[src/rtl/hex_disp_pkg.sv]
// Shared constants for the two-digit hex sum display: active-low segment
// glyphs (seg[6]=g ... seg[0]=a), digit-enable codes and the digit selector.
package hex_disp_pkg;

  localparam logic [6:0] SEG_0     = 7'b1000000;
  localparam logic [6:0] SEG_1     = 7'b1111001;
  localparam logic [6:0] SEG_2     = 7'b0100100;
  localparam logic [6:0] SEG_3     = 7'b0110000;
  localparam logic [6:0] SEG_4     = 7'b0011001;
  localparam logic [6:0] SEG_5     = 7'b0010010;
  localparam logic [6:0] SEG_6     = 7'b0000010;
  localparam logic [6:0] SEG_7     = 7'b1111000;
  localparam logic [6:0] SEG_8     = 7'b0000000;
  localparam logic [6:0] SEG_9     = 7'b0010000;
  localparam logic [6:0] SEG_A     = 7'b0001000;
  localparam logic [6:0] SEG_B     = 7'b0000011;
  localparam logic [6:0] SEG_C     = 7'b1000110;
  localparam logic [6:0] SEG_D     = 7'b0100001;
  localparam logic [6:0] SEG_E     = 7'b0000110;
  localparam logic [6:0] SEG_F     = 7'b0001110;
  localparam logic [6:0] SEG_BLANK = 7'b1111111;

  // Active-low digit enables: an[0] is the sum digit, an[1] the carry digit.
  localparam logic [1:0] AN_OFF   = 2'b11;
  localparam logic [1:0] AN_SUM   = 2'b10;
  localparam logic [1:0] AN_CARRY = 2'b01;

  // Which digit the multiplexer is currently driving.
  typedef enum logic {
    DIG_SUM   = 1'b0,
    DIG_CARRY = 1'b1
  } digit_sel_e;

endpackage

[src/rtl/hex_to_7seg.sv]
// Combinational hex-to-seven-segment decoder producing active-low glyphs.
module hex_to_7seg
  import hex_disp_pkg::*;
(
  input  logic [3:0] i_hex,
  output logic [6:0] o_seg
);

  // Look up the glyph for one hex nibble.
  always_comb begin
    o_seg = SEG_BLANK;
    case (i_hex)
      4'h0: o_seg = SEG_0;
      4'h1: o_seg = SEG_1;
      4'h2: o_seg = SEG_2;
      4'h3: o_seg = SEG_3;
      4'h4: o_seg = SEG_4;
      4'h5: o_seg = SEG_5;
      4'h6: o_seg = SEG_6;
      4'h7: o_seg = SEG_7;
      4'h8: o_seg = SEG_8;
      4'h9: o_seg = SEG_9;
      4'hA: o_seg = SEG_A;
      4'hB: o_seg = SEG_B;
      4'hC: o_seg = SEG_C;
      4'hD: o_seg = SEG_D;
      4'hE: o_seg = SEG_E;
      4'hF: o_seg = SEG_F;
      default: o_seg = SEG_BLANK;
    endcase
  end

endmodule

[src/rtl/hex_sum_display.sv]
// Captures an adder's 4-bit sum and carry on a load rising edge and shows
// them on a two-digit multiplexed seven-segment display. All outputs are
// registered; they are computed from the next-state values so a capture
// shows up on the display in the very next cycle.
module hex_sum_display
  import hex_disp_pkg::*;
#(
  parameter int REFRESH_CNT = 50000,
  parameter bit BLANK_ZERO  = 1'b1
) (
  input  logic       clk,
  input  logic       rst,
  input  logic       load,
  input  logic [3:0] sum_in,
  input  logic       carry_in,
  output logic       load_ack,
  output logic [6:0] seg,
  output logic [1:0] an,
  output logic       ovf_led
);

  localparam int               CNT_W    = (REFRESH_CNT > 2) ? $clog2(REFRESH_CNT) : 1;
  localparam logic [CNT_W-1:0] CNT_LAST = CNT_W'(REFRESH_CNT - 1);

  logic             r_loadPrev;
  logic [CNT_W-1:0] r_cnt;
  digit_sel_e       r_sel;
  logic [3:0]       r_sum;
  logic             r_carry;
  logic             r_valid;
  logic             r_loadAck;
  logic [6:0]       r_seg;
  logic [1:0]       r_an;
  logic             r_ovf;

  logic             w_loadEdge;
  logic             w_termCnt;
  logic [CNT_W-1:0] w_cntNext;
  digit_sel_e       w_selNext;
  logic [3:0]       w_sumNext;
  logic             w_carryNext;
  logic             w_validNext;
  logic [3:0]       w_digit;
  logic [6:0]       w_segDec;
  logic [6:0]       w_segNext;
  logic [1:0]       w_anNext;

  // Next-state for the edge detector, refresh counter, digit select and capture registers.
  always_comb begin
    w_loadEdge  = load & ~r_loadPrev;
    w_termCnt   = (r_cnt == CNT_LAST);
    w_cntNext   = w_termCnt ? '0 : r_cnt + 1'b1;
    w_selNext   = r_sel;
    if (w_termCnt) begin
      w_selNext = (r_sel == DIG_SUM) ? DIG_CARRY : DIG_SUM;
    end
    w_sumNext   = r_sum;
    w_carryNext = r_carry;
    w_validNext = r_valid;
    if (w_loadEdge) begin
      w_sumNext   = sum_in;
      w_carryNext = carry_in;
      w_validNext = 1'b1;
    end
    w_digit = (w_selNext == DIG_SUM) ? w_sumNext : {3'b000, w_carryNext};
  end

  hex_to_7seg u_decoder (
    .i_hex (w_digit),
    .o_seg (w_segDec)
  );

  // Choose digit enable and glyph for the cycle after this edge, blanking as needed.
  always_comb begin
    w_anNext  = AN_OFF;
    w_segNext = SEG_BLANK;
    if (w_validNext) begin
      if (w_selNext == DIG_SUM) begin
        w_anNext  = AN_SUM;
        w_segNext = w_segDec;
      end else begin
        w_anNext  = AN_CARRY;
        w_segNext = (BLANK_ZERO && !w_carryNext) ? SEG_BLANK : w_segDec;
      end
    end
  end

  // State and output registers; reset wins over any coincident load edge.
  always_ff @(posedge clk) begin
    if (rst) begin
      r_loadPrev <= 1'b1;
      r_cnt      <= '0;
      r_sel      <= DIG_SUM;
      r_sum      <= 4'h0;
      r_carry    <= 1'b0;
      r_valid    <= 1'b0;
      r_loadAck  <= 1'b0;
      r_seg      <= SEG_BLANK;
      r_an       <= AN_OFF;
      r_ovf      <= 1'b0;
    end else begin
      r_loadPrev <= load;
      r_cnt      <= w_cntNext;
      r_sel      <= w_selNext;
      r_sum      <= w_sumNext;
      r_carry    <= w_carryNext;
      r_valid    <= w_validNext;
      r_loadAck  <= w_loadEdge;
      r_seg      <= w_segNext;
      r_an       <= w_anNext;
      r_ovf      <= w_carryNext;
    end
  end

  assign load_ack = r_loadAck;
  assign seg      = r_seg;
  assign an       = r_an;
  assign ovf_led  = r_ovf;

endmodule

[config.mk]
export PLATFORM = sky130hd
export DESIGN_NAME = hex_sum_display
export DESIGN_NICKNAME = d
export VERILOG_FILES = /design/src/rtl/hex_disp_pkg.sv /design/src/rtl/hex_to_7seg.sv /design/src/rtl/hex_sum_display.sv
export SDC_FILE = /design/constraint.sdc
export NUM_CORES = 1
export LEC_CHECK = 0
export BUFFER_PORTS_ARGS = -buffer_cell sky130_fd_sc_hd__buf_2
export CAP_MARGIN = 20
export CORE_ASPECT_RATIO = 0.9
export CORE_MARGIN = 2
export CORE_UTILIZATION = 57
export DETAILED_ROUTE_END_ITERATION = 6
export GPL_TIMING_DRIVEN = 0
export MAX_ROUTING_LAYER = met4
export PLACE_DENSITY = 0.78
export SLEW_MARGIN = 40
export SYNTH_ARGS = -nofsm -noshare
export SYNTH_HDL_FRONTEND = slang
export SYNTH_SLANG_ARGS = --single-unit
[constraint.sdc]
create_clock -name clk -period 3.3 [get_ports clk]
set_input_delay 0.66 -clock clk [delete_from_list [all_inputs] [get_ports clk]]
set_output_delay 0.66 -clock clk [all_outputs]
set_load 0.05 [all_outputs]
==> results of run 1 <==
[critical path: stages, from the launching register on]
cell	delay (ns)
dfxtp_1	0.39
ha_1	0.23
and3_1	0.26
nand4_4	0.16
xor2_2	0.42
nand2_1	0.15
and2_1	0.21
ha_1	0.27
a2111oi_0	0.39
nor3_1	0.08
[state kept, by name, summed over array words and instances, names as in the netlist]
register and cells:
r_sum 4, an 2, r_valid 1, seg 7, r_sel 1, ovf_led 1, load_ack 1, r_loadPrev 1
r_cnt 16
[metrics by stage]
stage | cells | util
after global placement | 228 | 0.647
after floorplan | 170 | -
after global routing | 236 | 0.686
final | 236 | 0.686
after CTS | 236 | 0.686
after detailed placement | 228 | 0.647
[layout make-up]
| class | instances | area (µm²) |
|---|---|---|
| sequential | 34 | 681 |
| clock inverter | 3 | 68.8 |
| tap | 40 | 50.0 |
| inverter | 7 | 26.3 |
| buffer | 4 | 25.0 |
| fill | 232 | 863 |
| multi-input combinational | 125 | 906 |
| timing repair buffer | 18 | 90.1 |
| clock buffer | 5 | 37.5 |
[worst paths after layout]
check	startpoint	endpoint	slack [ns]	cells after the start
worst max-delay path	r_cnt[0]$_SDFF_PP0_	seg[0]$_SDFF_PP1_	0.62	9
worst max register to register	r_cnt[0]$_SDFF_PP0_	seg[0]$_SDFF_PP1_	0.62	9
worst min-delay path	r_cnt[0]$_SDFF_PP0_	r_cnt[0]$_SDFF_PP0_	0.49	1
worst min register to register	r_cnt[0]$_SDFF_PP0_	r_cnt[0]$_SDFF_PP0_	0.49	1
[logic make-up after synthesis]
family	count (synthesis)	share of synthesized area
AND/OR/NAND/NOR	77	0.261
AO/OA/AOI/OAI	15	0.0672
buffers and inverters	11	0.0313
adder cells (fa/ha/maj)	7	0.0535
XOR/XNOR	16	0.102
multiplexers	10	0.0703
flip-flops	34	0.416
[synth_stat cells]
cell type	n
dfxtp_1	34
nor2_1	30
nand2_1	13
xor2_1	9
ha_1	7
mux2i_1	7
inv_1	6
nand3_1	6
nor3_1	6
xnor2_1	5
a21oi_1	4
and3_1	4
nand2b_1	3
and2_1	2
buf_2	2
mux2_2	2
o21ai_0	2
o311ai_0	2
or2_2	2
a2111oi_0	1
a211o_1	1
and2b_4	1
and4bb_1	1
and4bb_2	1
buf_6	1
clkbuf_1	1
inv_2	1
mux2i_4	1
nand4_1	1
nand4_4	1
nor2_2	1
nor3_2	1
nor4_1	1
nor4_4	1
nor4b_4	1
o2111a_1	1
o211a_1	1
o21ai_1	1
o221ai_1	1
o32a_1	1
or2_1	1
xnor2_4	1
xor2_2	1
[power breakdown]
group / leakage [nW] / internal [W] / switching [W]
registers: 0.277 / 0.000423 / 0.00000593
logic: 0.464 / 0.0000311 / 0.0000650
clock network: 0.0554 / 0.000237 / 0.000148
[metal layers]
layer	GRT usage	vias up	share of wire
li1	-	629	-
met1	0.276	601	0.47
met2	0.346	37	0.48
met3	0.0638	2	0.049
met4	0.0942	0	0.0039
met5	-	-	0
==> results.json, run 1 <==
{
  "outcome": "finished clean",
  "syn_nets": 185,
  "skew_ns": 0.0127,
  "required_ns": 3.51,
  "cts_buffers": 5,
  "dieHeight_um": 54.9,
  "fin_area_mm2": 0.00188,
  "core_area_mm2": 0.00275,
  "gp_congestion": 0.855,
  "layout_common_cells": "dfxtp_1, nor2_1, buf_2",
  "drive_above_1_share": 0.224,
  "clk_latency_ns": 0.34,
  "hold_viol": 0,
  "cts_sinks": 34,
  "final_common_cell": "dfxtp_1",
  "diodes": 0,
  "p_per_area_mw_per_mm2": 483,
  "place_ws_ns": 0.517,
  "leakagePower_nw": 0.796,
  "setup_viol": 0,
  "hold_path.class": "flop to flop",
  "grt_max_degree": 13,
  "post_cts_resized": 0,
  "irDropWorstVdd_v": 0.000322,
  "syn_to_final_growth_pct": 15.0,
  "grt_pass1_vias": 1190,
  "cp-end-kind": "flop",
  "wl_mm": 3.11,
  "ys_warn_count": 0,
  "fin_nets": 210,
  "post-route-period-util": 0.813,
  "rsz0062_at_grt": "false",
  "whs_ns": 0.490,
  "ys_seq_area_frac": 0.416,
  "cts_htree_levels": 2,
  "grt_overflow": 0,
  "initial_core_util": 0.596,
  "wl_per_cell_um": 13.2,
  "synthTopCellsByArea": "dfxtp_1, nor2_1, ha_1",
  "rows": 18,
  "cts_hold_buf": 0,
  "post_cts_buffers": 0,
  "tightest_slew_ns": 0.654,
  "layout_min_cycle_time_ns": 2.68,
  "worst_setup_path_start_kind": "flop",
  "grt_usage": 0.224,
  "synth_seq_cells": 34,
  "dieArea_mm2": 0.00332,
  "drt_iter0_markers": 54,
  "slew_violations": 0,
  "maxCapViolations": 0,
  "dp_hpwl_mm": 2.25,
  "setup_tns_ns": 0,
  "cp.arrival_ns": 2.90,
  "path_max_fanout": 8,
  "relSlewSlack": 0.551,
  "max_clock_freq_mhz": 373,
  "port_buffers": 18,
  "routed_via_density": 5.38,
  "syn_area_mm2": 0.00164,
  "cts_root_buffer": "clkbuf_4",
  "cts.clk_slew.worst_paths_ns": 0.11,
  "antenna_found_initial": 0,
  "fp.dieW_um": 60.5,
  "synthCells": 170,
  "fin_total_pwr_w": 0.000909,
  "drc": 0,
  "drt_pre_antenna_iters": 4,
  "io_pins": 19,
  "grt_pass1_wl_mm": 5.13,
  "synth_cell_types": 43,
  "tritoncts": "done",
  "cts_buffer_depth": 2,
  "synth_top_area_frac": 0.416,
  "num_vias": 1269,
  "synth_area_leader_cell": "dfxtp_1",
  "setup_slack_ns": 0.616,
  "dpl-instance-area_mm2": 0.00178,
  "crit_type": "flop to flop",
  "syn_area_per_cell_um2": 9.63,
  "ant_nets": 0
}
Power figures use the tool's default switching activity.
==> run 2: changes to the inputs <==
==> constraint.sdc (replaced) <==
create_clock -name clk -period 2.6 [get_ports clk]
set_input_delay 0.52 -clock clk [delete_from_list [all_inputs] [get_ports clk]]
set_output_delay 0.52 -clock clk [all_outputs]
set_load 0.05 [all_outputs]
==> run 2 against run 1 <==
Clock power is 29% higher. Critical path type unchanged. Cell area rose by 2.9%. Wire length grew 6.2%. Global-route usage is 0.26 points higher. Critical endpoint is now seg[3]$_SDFF_PP1_. Sequential power grew 27%. Hold slack worse by 0.11 ns. Flip-flop and latch count unchanged. Highest routed layer unchanged. Core utilization rose by 2.0 points. Die area unchanged. Register-to-register slack worse by 0.51 ns.
==> results.json, run 2 (synthesis results as in run 1) <==
{
  "grt_pass1_wl_mm": 5.19,
  "tightest_slew_ns": 0.696,
  "cts_sinks": 34,
  "hold_viol": 0,
  "rows": 18,
  "ant_nets": 0,
  "r2r-end": "seg[3]$_SDFF_PP1_",
  "slew_violations": 0,
  "worstPathCellList": "ha_2 -> and3_2 -> nand4_4 -> xnor2_4 -> nand2_1 -> nand2_1 -> ha_1 -> inv_1 -> mux2i_1 -> o2111a_1 -> nor3_1",
  "cts_htree_levels": 2,
  "core_area_mm2": 0.00275,
  "largest_register_ffs": 16,
  "dieArea_mm2": 0.00332,
  "setup_viol": 0,
  "cts_root_buffer": "clkbuf_4",
  "layout_common_cells": "dfxtp_1, nor2_1, buf_2",
  "min_from": "load",
  "crit_type": "flop to flop",
  "maxCapViolations": 0,
  "skew_ns": 0.0128,
  "critPathLaunch": "r_cnt[0]$_SDFF_PP0_",
  "clk_latency_ns": 0.35,
  "relSlewSlack": 0.523,
  "dieHeight_um": 54.9,
  "num_vias": 1314,
  "cts_buffer_depth": 2,
  "grt_max_degree": 13,
  "cpLargestDelayFamily": "simple AND/OR/NAND/NOR gates",
  "worst_setup_path_start_kind": "flop",
  "p_per_area_mw_per_mm2": 600,
  "cp.arrival_ns": 2.76,
  "diodes": 0,
  "required_ns": 2.87,
  "fin_nets": 215,
  "cp-end-kind": "flop",
  "outcome": "finished clean",
  "whs_ns": 0.384,
  "hold_path.class": "input pin to flop",
  "grt_pass1_vias": 1198,
  "regMostFlops": "r_cnt",
  "cp.depth": 11,
  "critPathSlowestCell": "dfxtp_1",
  "syn_to_final_growth_pct": 18.3,
  "io_pins": 19,
  "r2r_cells": 11,
  "dp_hpwl_mm": 2.25,
  "max_clock_freq_mhz": 401,
  "cp_num_buf_inv": 1,
  "drt_pre_antenna_iters": 4,
  "wl_mm": 3.31,
  "final_common_cell": "dfxtp_1",
  "fp.dieW_um": 60.5,
  "gp_congestion": 0.855,
  "antenna_found_initial": 0,
  "grt_overflow": 0,
  "drive_above_1_share": 0.254,
  "grt_usage": 0.226,
  "setup_tns_ns": 0,
  "wl_per_cell_um": 13.7,
  "post-route-period-util": 0.959,
  "routed_via_density": 5.45,
  "r2r_slack_ns": 0.11,
  "irDropWorstVdd_v": 0.000413,
  "min_path_cells": 2,
  "drt_iter0_markers": 61,
  "cts.clk_slew.worst_paths_ns": 0.12,
  "crit_end": "seg[3]$_SDFF_PP1_",
  "drc": 0,
  "cp_common_cell": "nand2_1",
  "layout_min_cycle_time_ns": 2.49,
  "slowest_delay_ns": 0.40,
  "port_buffers": 18,
  "leakagePower_nw": 0.820,
  "rr_startpoint": "r_cnt[0]$_SDFF_PP0_",
  "path_max_fanout": 6,
  "tritoncts": "done",
  "initial_core_util": 0.596,
  "cts_buffers": 5
}
## run 2: per-layer routing
| metal | routed length (µm) | part of all wire | up-vias | global-route usage |
|---|---|---|---|---|
| li1 | - | - | 637 | - |
| met1 | 1500 | 0.45 | 628 | 0.283 |
| met2 | 1580 | 0.48 | 45 | 0.348 |
| met3 | 196 | 0.059 | 4 | 0.0638 |
| met4 | 35 | 0.011 | 0 | 0.0906 |
| met5 | 0 | 0 | - | - |
## run 2: report_power, final
group	total (W)	leakage, nW	switching, W	internal [W]
clock network	0.000495	0.0554	0.000194	0.000301
logic	0.000124	0.488	0.0000842	0.0000399
registers	0.000544	0.277	0.00000780	0.000536
total	0.00116	0.820	0.000286	0.000877
## run 2: worst min-delay path by stage
stage	end	slack (ns)
2_1_floorplan	r_cnt[0]$_SDFF_PP0_	0.43
3_3_place_gp	r_cnt[0]$_SDFF_PP0_	0.44
3_5_place_dp	r_cnt[0]$_SDFF_PP0_	0.46
4_1_cts	r_loadPrev$_SDFF_PP1_	0.39
5_1_grt	r_loadPrev$_SDFF_PP1_	0.38
6_report	r_loadPrev$_SDFF_PP1_	0.38
## run 2: cell type report
cell class                 count  area, µm²
buffer                         4       25.0
clock buffer                   5       37.5
clock inverter                 3       68.8
fill                         217        810
inverter                       7       26.3
multi-input combinational    125        922
sequential                    34        681
tap                           40       50.0
timing repair buffer          23        128
## run 2: timing repair
item	CTS	global route
pin swaps	1	1
endpoints found under the setup margin	5	6
buffers inserted	1	4
resized for setup	1	3
hold buffers	0	0
## run 2: stage by stage
stage	utilization	area (µm²)	power [W]	worst slack, ns	cells
6_report	0.705	1940	0.00116	0.108	241
3_3_place_gp	0.647	1780	0.000672	0.00560	228
3_5_place_dp	0.647	1780	0.000677	-0.0434	228
5_1_grt	0.705	1940	0.00120	-0.00144	241
2_1_floorplan	-	1640	0.000645	0.304	170
4_1_cts	0.693	1900	0.00116	0.00249	237
